## src/rtl/mc51_prefetch_unit.sv

```systemverilog
// mc51 instruction prefetch: runs program-memory reads ahead into a byte queue.
// Optional bus watchdog enabled with `define FETCH_WDT_EN.
module mc51_prefetch_unit #(
    parameter int unsigned   AW         = 16,
    parameter int unsigned   DEPTH      = 4,
    parameter logic [AW-1:0] RESET_PC   = '0,
    parameter int unsigned   WDT_CYCLES = 255
) (
    input  logic                       clk,
    input  logic                       reset_n,
    input  logic                       i_jmp,
    input  logic [AW-1:0]              i_jmp_addr,
    input  logic                       i_instr_take,
    output logic                       o_instr_valid,
    output logic [7:0]                 o_instr,
    output logic [AW-1:0]              o_instr_pc,
    output logic [$clog2(DEPTH):0]     o_level,
    output logic [AW-1:0]              o_mem_addr,
    output logic                       o_psen_n,
    output logic                       o_rd_n,
    input  logic [7:0]                 i_mem_rdata,
    input  logic                       i_data_rdy,
    output logic                       o_bus_err
);

    localparam int unsigned PW = $clog2(DEPTH);
    localparam int unsigned LW = PW + 1;

    if (DEPTH < 2 || WDT_CYCLES < 2) begin : g_param_chk
        $error("mc51_prefetch_unit: DEPTH and WDT_CYCLES must be >= 2");
    end

    typedef enum logic [1:0] {
        IDLE,
        BUS,
        GAP
    } state_t;

    state_t        state_q;
    state_t        state_d;

    logic [7:0]    q_data [DEPTH];
    logic [AW-1:0] q_pc   [DEPTH];
    logic [PW-1:0] rd_ptr;
    logic [PW-1:0] wr_ptr;
    logic [LW-1:0] level;
    logic [AW-1:0] fetch_addr;
    logic          discard;

    logic          start;
    logic          done;
    logic          push;
    logic          pop;
    logic          timeout;

    assign start = (state_q == IDLE) && !i_jmp && (level < LW'(DEPTH));
    assign done  = (state_q == BUS) && (i_data_rdy || timeout);
    assign push  = (state_q == BUS) && i_data_rdy && !discard && !i_jmp;
    assign pop   = o_instr_valid && i_instr_take && !i_jmp;

    assign o_instr_valid = (level != '0);
    assign o_level       = level;
    assign o_instr       = q_data[rd_ptr];
    assign o_instr_pc    = q_pc[rd_ptr];

    always_comb begin
        state_d = state_q;
        unique case (state_q)
            IDLE:    if (start) state_d = BUS;
            BUS:     if (done) state_d = GAP;
            GAP:     state_d = IDLE;
            default: state_d = IDLE;
        endcase
    end

    always_ff @(posedge clk or negedge reset_n) begin
        if (!reset_n) begin
            state_q    <= IDLE;
            o_mem_addr <= RESET_PC;
            o_psen_n   <= 1'b1;
            o_rd_n     <= 1'b1;
            fetch_addr <= RESET_PC;
            discard    <= 1'b0;
        end else begin
            state_q <= state_d;
            if (start) begin
                o_mem_addr <= fetch_addr;
                o_psen_n   <= 1'b0;
                o_rd_n     <= 1'b0;
            end else if (done) begin
                o_psen_n <= 1'b1;
                o_rd_n   <= 1'b1;
            end
            if (i_jmp) begin
                fetch_addr <= i_jmp_addr;
            end else if (push) begin
                fetch_addr <= fetch_addr + 1'b1;
            end
            // A redirect that lands mid-access poisons the byte still in flight
            if (state_q == BUS && i_jmp && !done) begin
                discard <= 1'b1;
            end else if (state_q == BUS && i_data_rdy) begin
                discard <= 1'b0;
            end
        end
    end

    always_ff @(posedge clk or negedge reset_n) begin
        if (!reset_n) begin
            rd_ptr <= '0;
            wr_ptr <= '0;
            level  <= '0;
            for (int i = 0; i < DEPTH; i++) begin
                q_data[i] <= 8'h00;
                q_pc[i]   <= RESET_PC;
            end
        end else if (i_jmp) begin
            rd_ptr <= '0;
            wr_ptr <= '0;
            level  <= '0;
        end else begin
            if (push) begin
                q_data[wr_ptr] <= i_mem_rdata;
                q_pc[wr_ptr]   <= fetch_addr;
                wr_ptr         <= wr_ptr + 1'b1;
            end
            if (pop) begin
                rd_ptr <= rd_ptr + 1'b1;
            end
            unique case ({push, pop})
                2'b10:   level <= level + 1'b1;
                2'b01:   level <= level - 1'b1;
                default: ;
            endcase
        end
    end

`ifdef FETCH_WDT_EN
    localparam int unsigned CW = $clog2(WDT_CYCLES + 1);

    logic [CW-1:0] wdt_cnt;
    logic          bus_err_q;

    assign timeout   = (state_q == BUS) && !i_data_rdy &&
                       (wdt_cnt == CW'(WDT_CYCLES - 1));
    assign o_bus_err = bus_err_q;

    always_ff @(posedge clk or negedge reset_n) begin
        if (!reset_n) begin
            wdt_cnt   <= '0;
            bus_err_q <= 1'b0;
        end else begin
            bus_err_q <= timeout;
            if (start) begin
                wdt_cnt <= '0;
            end else if (state_q == BUS && !i_data_rdy) begin
                wdt_cnt <= wdt_cnt + 1'b1;
            end
        end
    end
`else
    assign timeout   = 1'b0;
    assign o_bus_err = 1'b0;
`endif

endmodule

```

## config.mk

```make
export PLATFORM = sky130hd
export DESIGN_NAME = mc51_prefetch_unit
export DESIGN_NICKNAME = d
export VERILOG_FILES = /design/src/rtl/mc51_prefetch_unit.sv
export SDC_FILE = /design/constraint.sdc
export NUM_CORES = 1
export LEC_CHECK = 0
export ABC_CLOCK_PERIOD_IN_PS = 2760
export BUFFER_PORTS_ARGS = -buffer_cell sky130_fd_sc_hd__buf_2
export CORE_ASPECT_RATIO = 1.75
export CORE_UTILIZATION = 55
export DETAILED_ROUTE_END_ITERATION = 6
export HOLD_SLACK_MARGIN = 0.05
export PLACE_DENSITY = 0.76
export REMOVE_ABC_BUFFERS = 1
export SLEW_MARGIN = 20
export SYNTH_ARGS = -nofsm -noshare
export SYNTH_HDL_FRONTEND = slang
export SYNTH_SLANG_ARGS = --single-unit
```

## constraint.sdc

```tcl
create_clock -name clk -period 2.76 [get_ports clk]
set_clock_uncertainty 0.15 [all_clocks]
set_input_delay 0.828 -clock clk [delete_from_list [all_inputs] [get_ports clk]]
set_output_delay 0.828 -clock clk [all_outputs]
set_load 0.01 [all_outputs]
```

==> results of run 1 <==
[cells in the final DEF, fill, tap and decap left out, types with 3 or more instances in the layout]
master,netlist,final
sky130_fd_sc_hd__dfrtp_1,138,137
sky130_fd_sc_hd__mux2_2,112,112
sky130_fd_sc_hd__buf_2,21,73
sky130_fd_sc_hd__mux4_2,24,24
sky130_fd_sc_hd__nand2_1,23,23
sky130_fd_sc_hd__clkbuf_16,0,17
sky130_fd_sc_hd__nor2_1,16,16
sky130_fd_sc_hd__o21ai_0,12,12
sky130_fd_sc_hd__buf_4,2,12
sky130_fd_sc_hd__xnor2_1,10,10
sky130_fd_sc_hd__nor3_1,7,7
sky130_fd_sc_hd__buf_12,0,7
sky130_fd_sc_hd__nand3_1,6,6
sky130_fd_sc_hd__a31oi_1,6,6
sky130_fd_sc_hd__inv_1,5,5
sky130_fd_sc_hd__o31ai_1,5,5
sky130_fd_sc_hd__or4_1,5,5
sky130_fd_sc_hd__ha_1,5,5
sky130_fd_sc_hd__clkbuf_8,0,5
sky130_fd_sc_hd__bufinv_16,0,5
sky130_fd_sc_hd__xor2_1,3,3
sky130_fd_sc_hd__nand4_1,3,3
[stage by stage]
stage	instances	instance area, µm²
after global routing	662	7550
after global placement	628	6850
final	662	7550
after floorplan	405	6090
after detailed placement	628	6850
after CTS	662	7550
[cell families (layout without fill, tap and decap cells)]
| kind of cell | after synthesis | count (layout) |
|---|---|---|
| AO/OA/AOI/OAI | 27 | 27 |
| other | 1 | 1 |
| adder cells (fa/ha/maj) | 6 | 6 |
| multiplexers | 138 | 138 |
| flip-flops | 139 | 139 |
| buffers and inverters | 39 | 130 |
| XOR/XNOR | 13 | 13 |
| AND/OR/NAND/NOR | 76 | 76 |
[Yosys cell counts]
| master | n |
|---|---|
| sky130_fd_sc_hd__ha_1 | 5 |
| sky130_fd_sc_hd__dfrtp_1 | 138 |
| sky130_fd_sc_hd__nor3b_1 | 1 |
| sky130_fd_sc_hd__inv_1 | 5 |
| sky130_fd_sc_hd__buf_2 | 21 |
| sky130_fd_sc_hd__nand2_1 | 23 |
| sky130_fd_sc_hd__nand4_1 | 3 |
| sky130_fd_sc_hd__nor3_1 | 7 |
| sky130_fd_sc_hd__and4bb_2 | 1 |
| sky130_fd_sc_hd__o21ba_2 | 1 |
| sky130_fd_sc_hd__nand4bb_1 | 1 |
| sky130_fd_sc_hd__conb_1 | 1 |
| sky130_fd_sc_hd__clkbuf_1 | 8 |
| sky130_fd_sc_hd__o21bai_1 | 1 |
| sky130_fd_sc_hd__o31ai_2 | 1 |
| sky130_fd_sc_hd__or2b_1 | 1 |
| sky130_fd_sc_hd__dfstp_2 | 1 |
| sky130_fd_sc_hd__nor4_4 | 1 |
| sky130_fd_sc_hd__mux2_2 | 112 |
| sky130_fd_sc_hd__o21ai_0 | 12 |
| sky130_fd_sc_hd__or3_1 | 1 |
| sky130_fd_sc_hd__mux2i_1 | 2 |
| sky130_fd_sc_hd__a31oi_1 | 6 |
| sky130_fd_sc_hd__and4_1 | 2 |
| sky130_fd_sc_hd__o31ai_1 | 5 |
| sky130_fd_sc_hd__xor2_1 | 3 |
| sky130_fd_sc_hd__and2_1 | 2 |
| sky130_fd_sc_hd__nor2_1 | 16 |
| sky130_fd_sc_hd__mux4_2 | 24 |
| sky130_fd_sc_hd__buf_4 | 2 |
| sky130_fd_sc_hd__buf_1 | 2 |
| sky130_fd_sc_hd__nor2_2 | 1 |
| sky130_fd_sc_hd__xnor2_1 | 10 |
| sky130_fd_sc_hd__fa_1 | 1 |
| sky130_fd_sc_hd__or4_1 | 5 |
| sky130_fd_sc_hd__a21oi_1 | 1 |
| sky130_fd_sc_hd__nand3_1 | 6 |
| sky130_fd_sc_hd__nor4_1 | 2 |
| sky130_fd_sc_hd__and3_1 | 2 |
| sky130_fd_sc_hd__clkbuf_2 | 1 |
| sky130_fd_sc_hd__or2_4 | 1 |
[layer usage]
metal  GRT usage [%]  vias up
li1                -     1741
met1            28.9     2005
met2            43.8      106
met3            5.50       22
met4            10.5        0
met5               0        -
[registers in the layout (all words and copies together) (netlist names), 2 cells and up]
signal      cells
state_q         2
fetch_addr     16
rd_ptr          2
o_mem_addr     16
q_pc           64
q_data         32
o_level         3
wr_ptr          2
[final cells by class]
type	count	area, µm²
clock buffers	22	494
clock inverters	10	184
fillers	789	3560
inverters	5	18.8
multi-input cells	261	2600
flip-flops and latches	139	3480
well taps	132	165
repair buffers	93	607
[what timing repair did]
| item | in CTS | in global routing |
|---|---|---|
| buffers inserted | 2 | 0 |
| setup endpoints to repair | 20 | 0 |
| gates resized for setup | 0 | 0 |
| hold buffers | 0 | 0 |
[worst register-to-register path: cells and delay by family (launching register included)]
family | cells | cell delay [ns]
AO/OA/AOI/OAI | 2 | 0.60
AND/OR/NAND/NOR | 3 | 0.50
flip-flops | 1 | 0.46
adder cells (fa/ha/maj) | 1 | 0.39
[power groups by stage]
stage | registers (mW) | clock network [mW] | logic (mW)
after floorplan | 2.97 | 0 | 1.26
after global placement | 2.93 | 0 | 2.13
after detailed placement | 2.97 | 0 | 2.19
after CTS | 2.92 | 2.59 | 2.24
after global routing | 2.99 | 2.68 | 2.39
final | 2.92 | 2.56 | 2.19
[worst paths after layout]
| path | end | slack [ns] | cells past startpoint |
|---|---|---|---|
| max | o_instr_pc[11] | 0.08 | 3 |
| min | q_data[23] | 0.28 | 1 |
| max reg2reg | o_level[2] | 0.54 | 6 |
| min reg2reg | q_data[16] | 0.35 | 1 |
| max in group asynchronous | q_data[10] | 1.58 | 2 |
| min in group clk | q_data[16] | 0.35 | 1 |
==> summary.txt, run 1 <==
GRT
  • Total congestion overflow: 0
  • First-pass GRT wire length: 21.3 mm
  • Initial antenna violation count: 0
  • Global Route Usage Sum: 25.1%
  • Vias in the first global route: 4187
  • Pin count of the biggest net entering global routing: 72

Critical path
  • Cell type of the slowest stage on the worst timing path: sky130_fd_sc_hd__mux4_2
  • Family of cells with the greatest summed delay on the critical path: multiplexers
  • Data required time at the worst endpoint: 1.78 ns
  • Critical path cell sequence: buf_12, mux4_2, buf_2
  • Endpoint arrival time on the critical path: 1.70 ns
  • CP max stage delay: 0.51 ns
  • Critical path origin: rd_ptr[0]
  • Buffer and inverter count on the worst path: 2
  • Largest fanout on the critical path: 13
  • Reg-to-reg startpoint: o_level[2]
  • Critical path capture point type: output port
  • Launching element type of the critical path: flip-flop
  • Critical path class: flip-flop to output port

Synth
  • Main combinational cell family by area after synthesis: multiplexers
  • Top cell type's share of synthesized area: 55.2%
  • Synth Area per Inst: 14.3 µm²
  • Post-synthesis cell area: 6260 µm²
  • Basic-gate share of the synthesized area counting and, or, nand and nor cells: 6.46%
  • Adder and majority cell fraction of the synthesized area: 1.32%
  • Gate count after technology mapping: 439
  • Number of flip-flops and latches in the synthesized netlist: 139
  • Parity-gate share of the synthesized area counting xor and xnor cells: 1.82%
  • Share of synthesized area occupied by flip-flops and latches: 55.6%
  • Multiplexer share of the synthesized area: 29.1%
  • Top cells by area in the synthesized netlist: sky130_fd_sc_hd__dfrtp_1 55%, sky130_fd_sc_hd__mux2_2 20%, sky130_fd_sc_hd__mux4_2 8.6%
  • Area fraction in compound gates after synthesis: 2.72%
  • Biggest area consumer among synthesized cells: sky130_fd_sc_hd__dfrtp_1
  • Distinct cell type count after synthesis: 41
  • Yosys warning total: 0

Routing
  • Number of vias per cell: 5.85
  • Routed met1 length: 5.10 mm
  • TritonRoute pass-1 iters: 4
  • Sum of routed wire length over all layers: 13.2 mm
  • Number of remaining DRC errors: 0
  • Max Used Layer: met4
  • Number of nets still failing antenna checks after routing: 0
  • Count of vias placed by the detailed router: 3874
  • Number of DRC violations after detailed-routing iteration 0: 128
  • Met2 wire length: 7.41 mm
  • Amount of wire on met3 after detailed routing: 481 µm
  • Drt wl/cell: 20.0 µm

Clock tree
  • Clock tree from TritonCTS: done
  • H-tree Lvls: 4
  • CTS Root Buffer Type: sky130_fd_sc_hd__clkbuf_16
  • Clock latency reported for the late side of the worst-skew pair: 0.41 ns
  • CTS Buf Count: 17
  • Worst-path clk slew: 0.06 ns
  • Buffers from clock root to sink, at most: 2
  • TritonCTS Sinks: 139

Power and ir drop
  • Power density over the cells: 1020 nW/µm²
  • Clock Power Share: 33.3%
  • Switching share of power: 28.0%
  • Total Power Consumption: 7.67 mW
  • Sequential share of power: 38.1%
  • Maximum VDD drop: 0.691 mV
  • Relative contribution of combinational cells to total power: 28.6%
  • Internal power of the cells: 5.52 mW
  • Sw power: 2.15 mW
  • Leakage component of the power: 3.56 nW

Final layout
  • Util after Layout: 68.0%
  • Fraction of final layout cells sized beyond drive strength 1: 50.8%
  • Layout area overhead: 20.6%
  • Number of diodes: 0
  • Final Net Count: 552

Floorplan
  • CORE AREA: 11100 µm²
  • Starting density of the core: 56.4%
  • # rows: 51
  • Die X: 82.6 µm
  • I/O pin count: 76
  • Area enclosed by the die boundary: 11800 µm²
  • Height of the die: 143 µm

Timing
  • Max Clock Freq: 0.374 GHz
  • Worst-case hold slack: 0.279 ns
  • Pins Over Slew Limit: 0
  • Final hold violations: 0
  • Worst Tran Pin Value: 0.675 ns
  • Setup TNS: 0 ns
  • Worst slew slack as a fraction of its limit: 55.0%
  • Final number of setup-violating endpoints: 0
  • Setup repair after global routing missed its margin: no
  • Fin crit share: 97.0%
  • Minimum period implied by the final worst setup slack: 2.68 ns
  • Final WS setup: 0.0841 ns

Run status
  • Status: completed

Place
  • Port bufs: 74
  • Setup Slack @ Placement: 0.322 ns
  • HPWL after detailed placement: 8.83 mm
  • Global placer's final weighted congestion: 0.769

Flow run
  • Max cap viols: 0

Min path
  • Class of the worst hold path: input pin to async pin
Power figures use the tool's default switching activity.
==> run 2: changes to the inputs <==
Settings changed: BUFFER_PORTS_ARGS -buffer_cell sky130_fd_sc_hd__buf_2 to unset, CORE_ASPECT_RATIO 1.75 to unset, DONT_BUFFER_PORTS set to 1, PLACE_DENSITY 0.76 to 0.7.
==> summary.txt, run 2 (synthesis gave the netlist of run 1 again) <==
Power and ir drop
  • Maximum VDD drop: 0.671 mV (-2.9%)
  • Power density over the cells: 997 nW/µm² (-2.0%)
  • Leakage component of the power: 3.19 nW (-11%)

Final layout
  • Final Net Count: 472 (-14%)
  • Register with the highest flop count: q_pc
  • Largest registers: q_pc: 64 flops, q_data: 32 flops
  • Most common cell after layout, fill and taps aside: sky130_fd_sc_hd__dfrtp_1
  • Filler cells: 830 (+5.2%)
  • Commonest cells after routing, fill and taps aside: 137 x sky130_fd_sc_hd__dfrtp_1, 112 x sky130_fd_sc_hd__mux2_2, 24 x sky130_fd_sc_hd__mux4_2, 23 x sky130_fd_sc_hd__nand2_1, 17 x sky130_fd_sc_hd__clkbuf_16
  • FF+latch area: 3480 µm² (unchanged)
  • Multi-input gate area: 2600 µm² (unchanged)
  • Fraction of final layout cells sized beyond drive strength 1: 41.2% (-9.6 points)
  • Number of diodes: 0 (unchanged)
  • Layout area overhead: 12.5%
  • Util after Layout: 64.1% (-3.9 points)
  • Number of flip-flops in the largest register: 64 (unchanged)

Clock tree
  • CTS Buf Count: 17 (unchanged)
  • H-tree Lvls: 4 (unchanged)
  • TritonCTS Sinks: 139 (unchanged)
  • Clock tree from TritonCTS: done
  • CTS Root Buffer Type: sky130_fd_sc_hd__clkbuf_16
  • Worst-path clk slew: 0.05 ns (about the same)
  • Clock latency reported for the late side of the worst-skew pair: 0.41 ns (about the same)
  • Buffers from clock root to sink, at most: 2 (unchanged)

GRT
  • Vias in the first global route: 3766 (-10%)
  • Total congestion overflow: 0 (unchanged)
  • Initial antenna violation count: 0 (unchanged)
  • Pin count of the biggest net entering global routing: 140 (+94%)
  • Global Route Usage Sum: 23.5% (-1.5 points)
  • First-pass GRT wire length: 20.1 mm (-5.9%)

Critical path
  • Endpoint arrival time on the critical path: 1.60 ns (-0.10 ns)
  • Critical path class: flip-flop to output port
  • Data required time at the worst endpoint: 1.78 ns (about the same)
  • Reg-to-reg startpoint: o_level[2]
  • Critical path origin: rd_ptr[0]
  • Largest fanout on the critical path: 14 (+1)
  • Launching element type of the critical path: flip-flop
  • Critical path capture point type: output port

Floorplan
  • Starting density of the core: 57.0% (+0.62 points)
  • CORE AREA: 11000 µm² (-1.1%)
  • Die X: 109 µm (+32%)
  • Area enclosed by the die boundary: 11800 µm² (-0.15%)
  • I/O pin count: 76 (unchanged)
  • # rows: 38 (-25%)
  • Height of the die: 109 µm (-24%)

Timing
  • Fin crit share: 93.3% (-3.6 points)
  • Max Clock Freq: 0.388 GHz (+3.9%)
  • Setup repair after global routing missed its margin: no
  • Final hold violations: 95 (+95)
  • Pins Over Slew Limit: 0 (unchanged)
  • Setup TNS: 0 ns (unchanged)
  • Minimum period implied by the final worst setup slack: 2.58 ns (-0.0998 ns)
  • Worst-case hold slack: -0.0322 ns (-0.311 ns)
  • Final number of setup-violating endpoints: 0 (unchanged)

Routing
  • Number of vias per cell: 5.93 (+1.3%)
  • Count of vias placed by the detailed router: 3492 (-9.9%)
  • Drt wl/cell: 21.1 µm (+5.6%)
  • Sum of routed wire length over all layers: 12.5 mm (-6.0%)
  • Number of remaining DRC errors: 0 (unchanged)
  • Number of DRC violations after detailed-routing iteration 0: 208 (+63%)
  • TritonRoute pass-1 iters: 4 (unchanged)
  • Number of nets still failing antenna checks after routing: 0 (unchanged)

Run status
  • Status: finished with violations
  • Violations in the final reports: hold timing

Flow run
  • Max cap viols: 0 (unchanged)

Place
  • Global placer's final weighted congestion: 0.839 (+9.1%)
  • Port bufs: 0 (-100%)
  • HPWL after detailed placement: 7.85 mm (-11%)

Min path
  • Class of the worst hold path: input pin to async pin
-- run 2: cell count changes in the layout (fill, tap and decap cells not counted), sizes merged --
cell      before  now
inv            6    5
clkinv         2    4
clkinvlp       2    0
buf           93   13
bufinv         5    4
clkbuf        22   23
-- run 2: worst paths after layout --
path | to | slack (ns) | cells after the start
min reg2reg | q_pc[22] | 0.34 | 1
min in group clk | o_level[1] | 0.33 | 1
min | q_data[30] | -0.03 | 0
max reg2reg | o_level[2] | 0.47 | 6
max in group asynchronous | o_rd_n | 2.24 | 0
max | o_instr_pc[11] | 0.18 | 2
-- run 2: area by class of cell --
class                           count  area share, %
Sequential cell                   139           49.5
Clock buffer                       23           6.79
Clock inverter                      8           1.99
Timing Repair Buffer               13           2.10
Inverter                            5          0.267
Tap cell                          140           2.49
Multi-Input combinational cell    261           36.9
-- run 2: critical path, cell delays in order, from the launching register on --
cell	delay (ns)
sky130_fd_sc_hd__dfrtp_2	0.42
sky130_fd_sc_hd__buf_12	0.19
sky130_fd_sc_hd__mux4_2	0.57
-- run 2: through the flow --
stage | hold WS [ns] | total power [mW] | cell area [µm²] | setup WS [ns] | std cells
2_1_floorplan | 0.324 | 4.24 | 6090 | -0.0198 | 405
3_3_place_gp | 0.331 | 4.60 | 6400 | 0.417 | 556
3_5_place_dp | 0.337 | 4.68 | 6400 | 0.394 | 556
4_1_cts | -0.0533 | 7.09 | 7040 | 0.158 | 589
5_1_grt | -0.0609 | 7.36 | 7040 | 0.124 | 589
6_report | -0.0322 | 7.01 | 7040 | 0.184 | 589
-- run 2: routing by layer --
layer	GRT usage (%)	part of all wire, %	vias up
met5	0	0	-
met4	7.24	1.3	0
met3	7.23	4.5	13
met2	38.5	50	71
met1	30.2	44	1826
li1	-	-	1582
-- run 2: power by group --
part	leakage, nW	internal, mW	switching [mW]	total [mW]
Clock	0.307	1.57	0.789	2.36
Combinational	1.07	0.939	0.711	1.65
Sequential	1.81	2.55	0.448	3.00
-- run 2: what timing repair did --
| item | in CTS | in global routing |
|---|---|---|
| endpoints found under the setup margin | 18 | 0 |
| setup buffers | 2 | 0 |
| resized for setup | 0 | 0 |
| hold endpoints to repair | 138 | 138 |
==> run 3: changes to the inputs <==
Settings changed: CORE_MARGIN set to 4.
==> summary.txt, run 3 (synthesis gave the netlist of run 1 again) <==
Routing
  • Number of remaining DRC errors: 0 (unchanged)
  • Number of vias per cell: 5.91 (-0.31%)
  • Sum of routed wire length over all layers: 12.6 mm (+1.1%)
  • Count of vias placed by the detailed router: 3487 (-0.14%)
  • TritonRoute pass-1 iters: 4 (unchanged)
  • Drt wl/cell: 21.3 µm (+0.89%)
  • Number of DRC violations after detailed-routing iteration 0: 277 (+33%)
  • Number of nets still failing antenna checks after routing: 0 (unchanged)

GRT
  • Global routing's busiest layer: met2
  • Pin count of the biggest net entering global routing: 140 (unchanged)
  • GRT met2 Usage: 33.8% (-4.7 points)
  • Total congestion overflow: 0 (unchanged)
  • Initial antenna violation count: 0 (unchanged)
  • Vias in the first global route: 3770 (+0.11%)
  • Met1 Resource Use GR: 26.9% (-3.3 points)
  • Met3 global-route usage: 6.50% (-0.73 points)
  • Global Route Usage Sum: 20.8% (-2.7 points)
  • First-pass GRT wire length: 20.6 mm (+2.4%)

Timing
  • Final number of setup-violating endpoints: 0 (unchanged)
  • Fin crit share: 95.6% (+2.2 points)
  • Final WS setup: 0.123 ns (-0.0613 ns)
  • Worst-case hold slack: -0.0359 ns (-0.00373 ns)
  • Max Clock Freq: 0.379 GHz (-2.3%)
  • Setup TNS: 0 ns (unchanged)
  • Final hold violations: 138 (+45%)
  • Pins Over Slew Limit: 0 (unchanged)
  • Minimum period implied by the final worst setup slack: 2.64 ns (+0.0613 ns)
  • Setup repair after global routing missed its margin: no

Final layout
  • Largest registers: q_pc: 64 flops, q_data: 32 flops
  • Layout area overhead: 12.5% (about the same)
  • Util after Layout: 64.1% (about the same)
  • Finished Cell Area: 7040 µm² (about the same)
  • Filler cells: 805 (-3.0%)
  • Commonest cells after routing, fill and taps aside: 137 x sky130_fd_sc_hd__dfrtp_1, 112 x sky130_fd_sc_hd__mux2_2, 24 x sky130_fd_sc_hd__mux4_2, 23 x sky130_fd_sc_hd__nand2_1, 18 x sky130_fd_sc_hd__clkbuf_16
  • Register with the highest flop count: q_pc
  • Number of flip-flops in the largest register: 64 (unchanged)
  • Final Net Count: 472 (unchanged)
  • Most common cell after layout, fill and taps aside: sky130_fd_sc_hd__dfrtp_1
  • Fraction of final layout cells sized beyond drive strength 1: 41.3% (+0.13 points)
  • Number of diodes: 0 (unchanged)

Clock tree
  • TritonCTS Sinks: 139 (unchanged)
  • Clock latency reported for the late side of the worst-skew pair: 0.42 ns (about the same)
  • Buffers from clock root to sink, at most: 2 (unchanged)
  • Post-cts sizing count: 0 (unchanged)
  • Worst-path clk slew: 0.06 ns (about the same)
  • CTS Buf Count: 17 (unchanged)
  • H-tree Lvls: 4 (unchanged)
  • CTS Root Buffer Type: sky130_fd_sc_hd__clkbuf_16
  • Clock tree from TritonCTS: done

Place
  • Setup Slack @ Placement: 0.439 ns (+0.0442 ns)
  • HPWL after detailed placement: 7.89 mm (+0.55%)
  • Global placer's final weighted congestion: 0.761 (-9.3%)
  • Port bufs: 0 (unchanged)
  • Instance area at placement: 6400 µm² (-0.12%)

Flow run
  • Max cap viols: 0 (unchanged)

Floorplan
  • Die X: 115 µm (+5.5%)
  • CORE AREA: 11000 µm² (unchanged)
  • Area enclosed by the die boundary: 13100 µm² (+11%)
  • # rows: 38 (unchanged)
  • Starting density of the core: 57.0% (unchanged)
  • Height of the die: 115 µm (+5.5%)
  • I/O pin count: 76 (unchanged)

Critical path
  • Data required time at the worst endpoint: 1.78 ns (about the same)
  • Largest fanout on the critical path: 10 (-4)
  • Critical path cell sequence: clkbuf_16, mux4_2
  • Launching element type of the critical path: flip-flop
  • Buffer and inverter count on the worst path: 1 (unchanged)
  • Endpoint arrival time on the critical path: 1.66 ns (+0.06 ns)
  • Critical path class: flip-flop to output port
  • Critical path capture point type: output port
  • Family of cells with the greatest summed delay on the critical path: multiplexers
  • CP max stage delay: 0.56 ns (about the same)
  • Cell type of the slowest stage on the worst timing path: sky130_fd_sc_hd__mux4_2

Run status
  • Status: finished with violations
  • Violations in the final reports: hold timing

Power and ir drop
  • Power density over the cells: 989 nW/µm² (-0.81%)
  • Maximum VDD drop: 0.525 mV (-22%)
  • Leakage component of the power: 3.18 nW (-0.12%)

Min path
  • Class of the worst hold path: input pin to async pin
-- run 3: cell types whose count changed in the layout (fill, tap and decap cells not counted) --
cell / delta
sky130_fd_sc_hd__clkinv_2: -1
sky130_fd_sc_hd__clkbuf_8: +3
sky130_fd_sc_hd__buf_4: -1
sky130_fd_sc_hd__clkbuf_16: +1
sky130_fd_sc_hd__clkinvlp_4: +1
sky130_fd_sc_hd__bufinv_16: -2
-- run 3: routing by layer --
metal  vias up  part of all wire (%)
met5         -                     0
met4         0                  0.86
met3         9                   5.7
met2        83                    50
met1      1799                    44
li1       1596                     -
-- run 3: repair_timing --
item | in CTS | in global routing
buffers inserted | 0 | 2
hold endpoints to repair | 138 | 138
setup endpoints to repair | 0 | 21
-- run 3: worst paths after layout --
path / from / endpoint / slack, ns / cells past startpoint
max reg2reg: o_level[2] / o_level[2] / 0.45 / 6
min in group clk: i_jmp / wr_ptr[1] / 0.32 / 1
min: reset_n / q_data[16] / -0.04 / 0
max: rd_ptr[0] / o_instr[7] / 0.12 / 2
max in group asynchronous: reset_n / o_rd_n / 2.23 / 0
min reg2reg: q_pc[14] / q_pc[14] / 0.35 / 1
-- run 3: stage by stage --
stage,power [mW],hold WS (ns),cells
floorplan,4.24,0.324,405
global placement,4.60,0.332,555
detailed placement,4.68,0.339,555
CTS,6.98,-0.0604,587
global route,7.32,-0.0623,590
finish,6.96,-0.0359,590
-- run 3: power by group --
part / internal (mW) / leakage (nW) / total (mW) / switching, mW
clock: 1.47 / 0.296 / 2.27 / 0.804
sequential: 2.55 / 1.81 / 3.02 / 0.468
combinational: 0.965 / 1.07 / 1.66 / 0.698
total: 4.99 / 3.18 / 6.96 / 1.97
-- run 3: layout make-up --
class | count | area, µm² | share of cell area, %
Tap cell | 140 | 175 | 2.49
Inverter | 5 | 18.8 | 0.267
Multi-Input combinational cell | 261 | 2600 | 36.9
Clock buffer | 26 | 519 | 7.38
Timing Repair Buffer | 13 | 165 | 2.35
Sequential cell | 139 | 3480 | 49.5
Clock inverter | 6 | 82.6 | 1.17
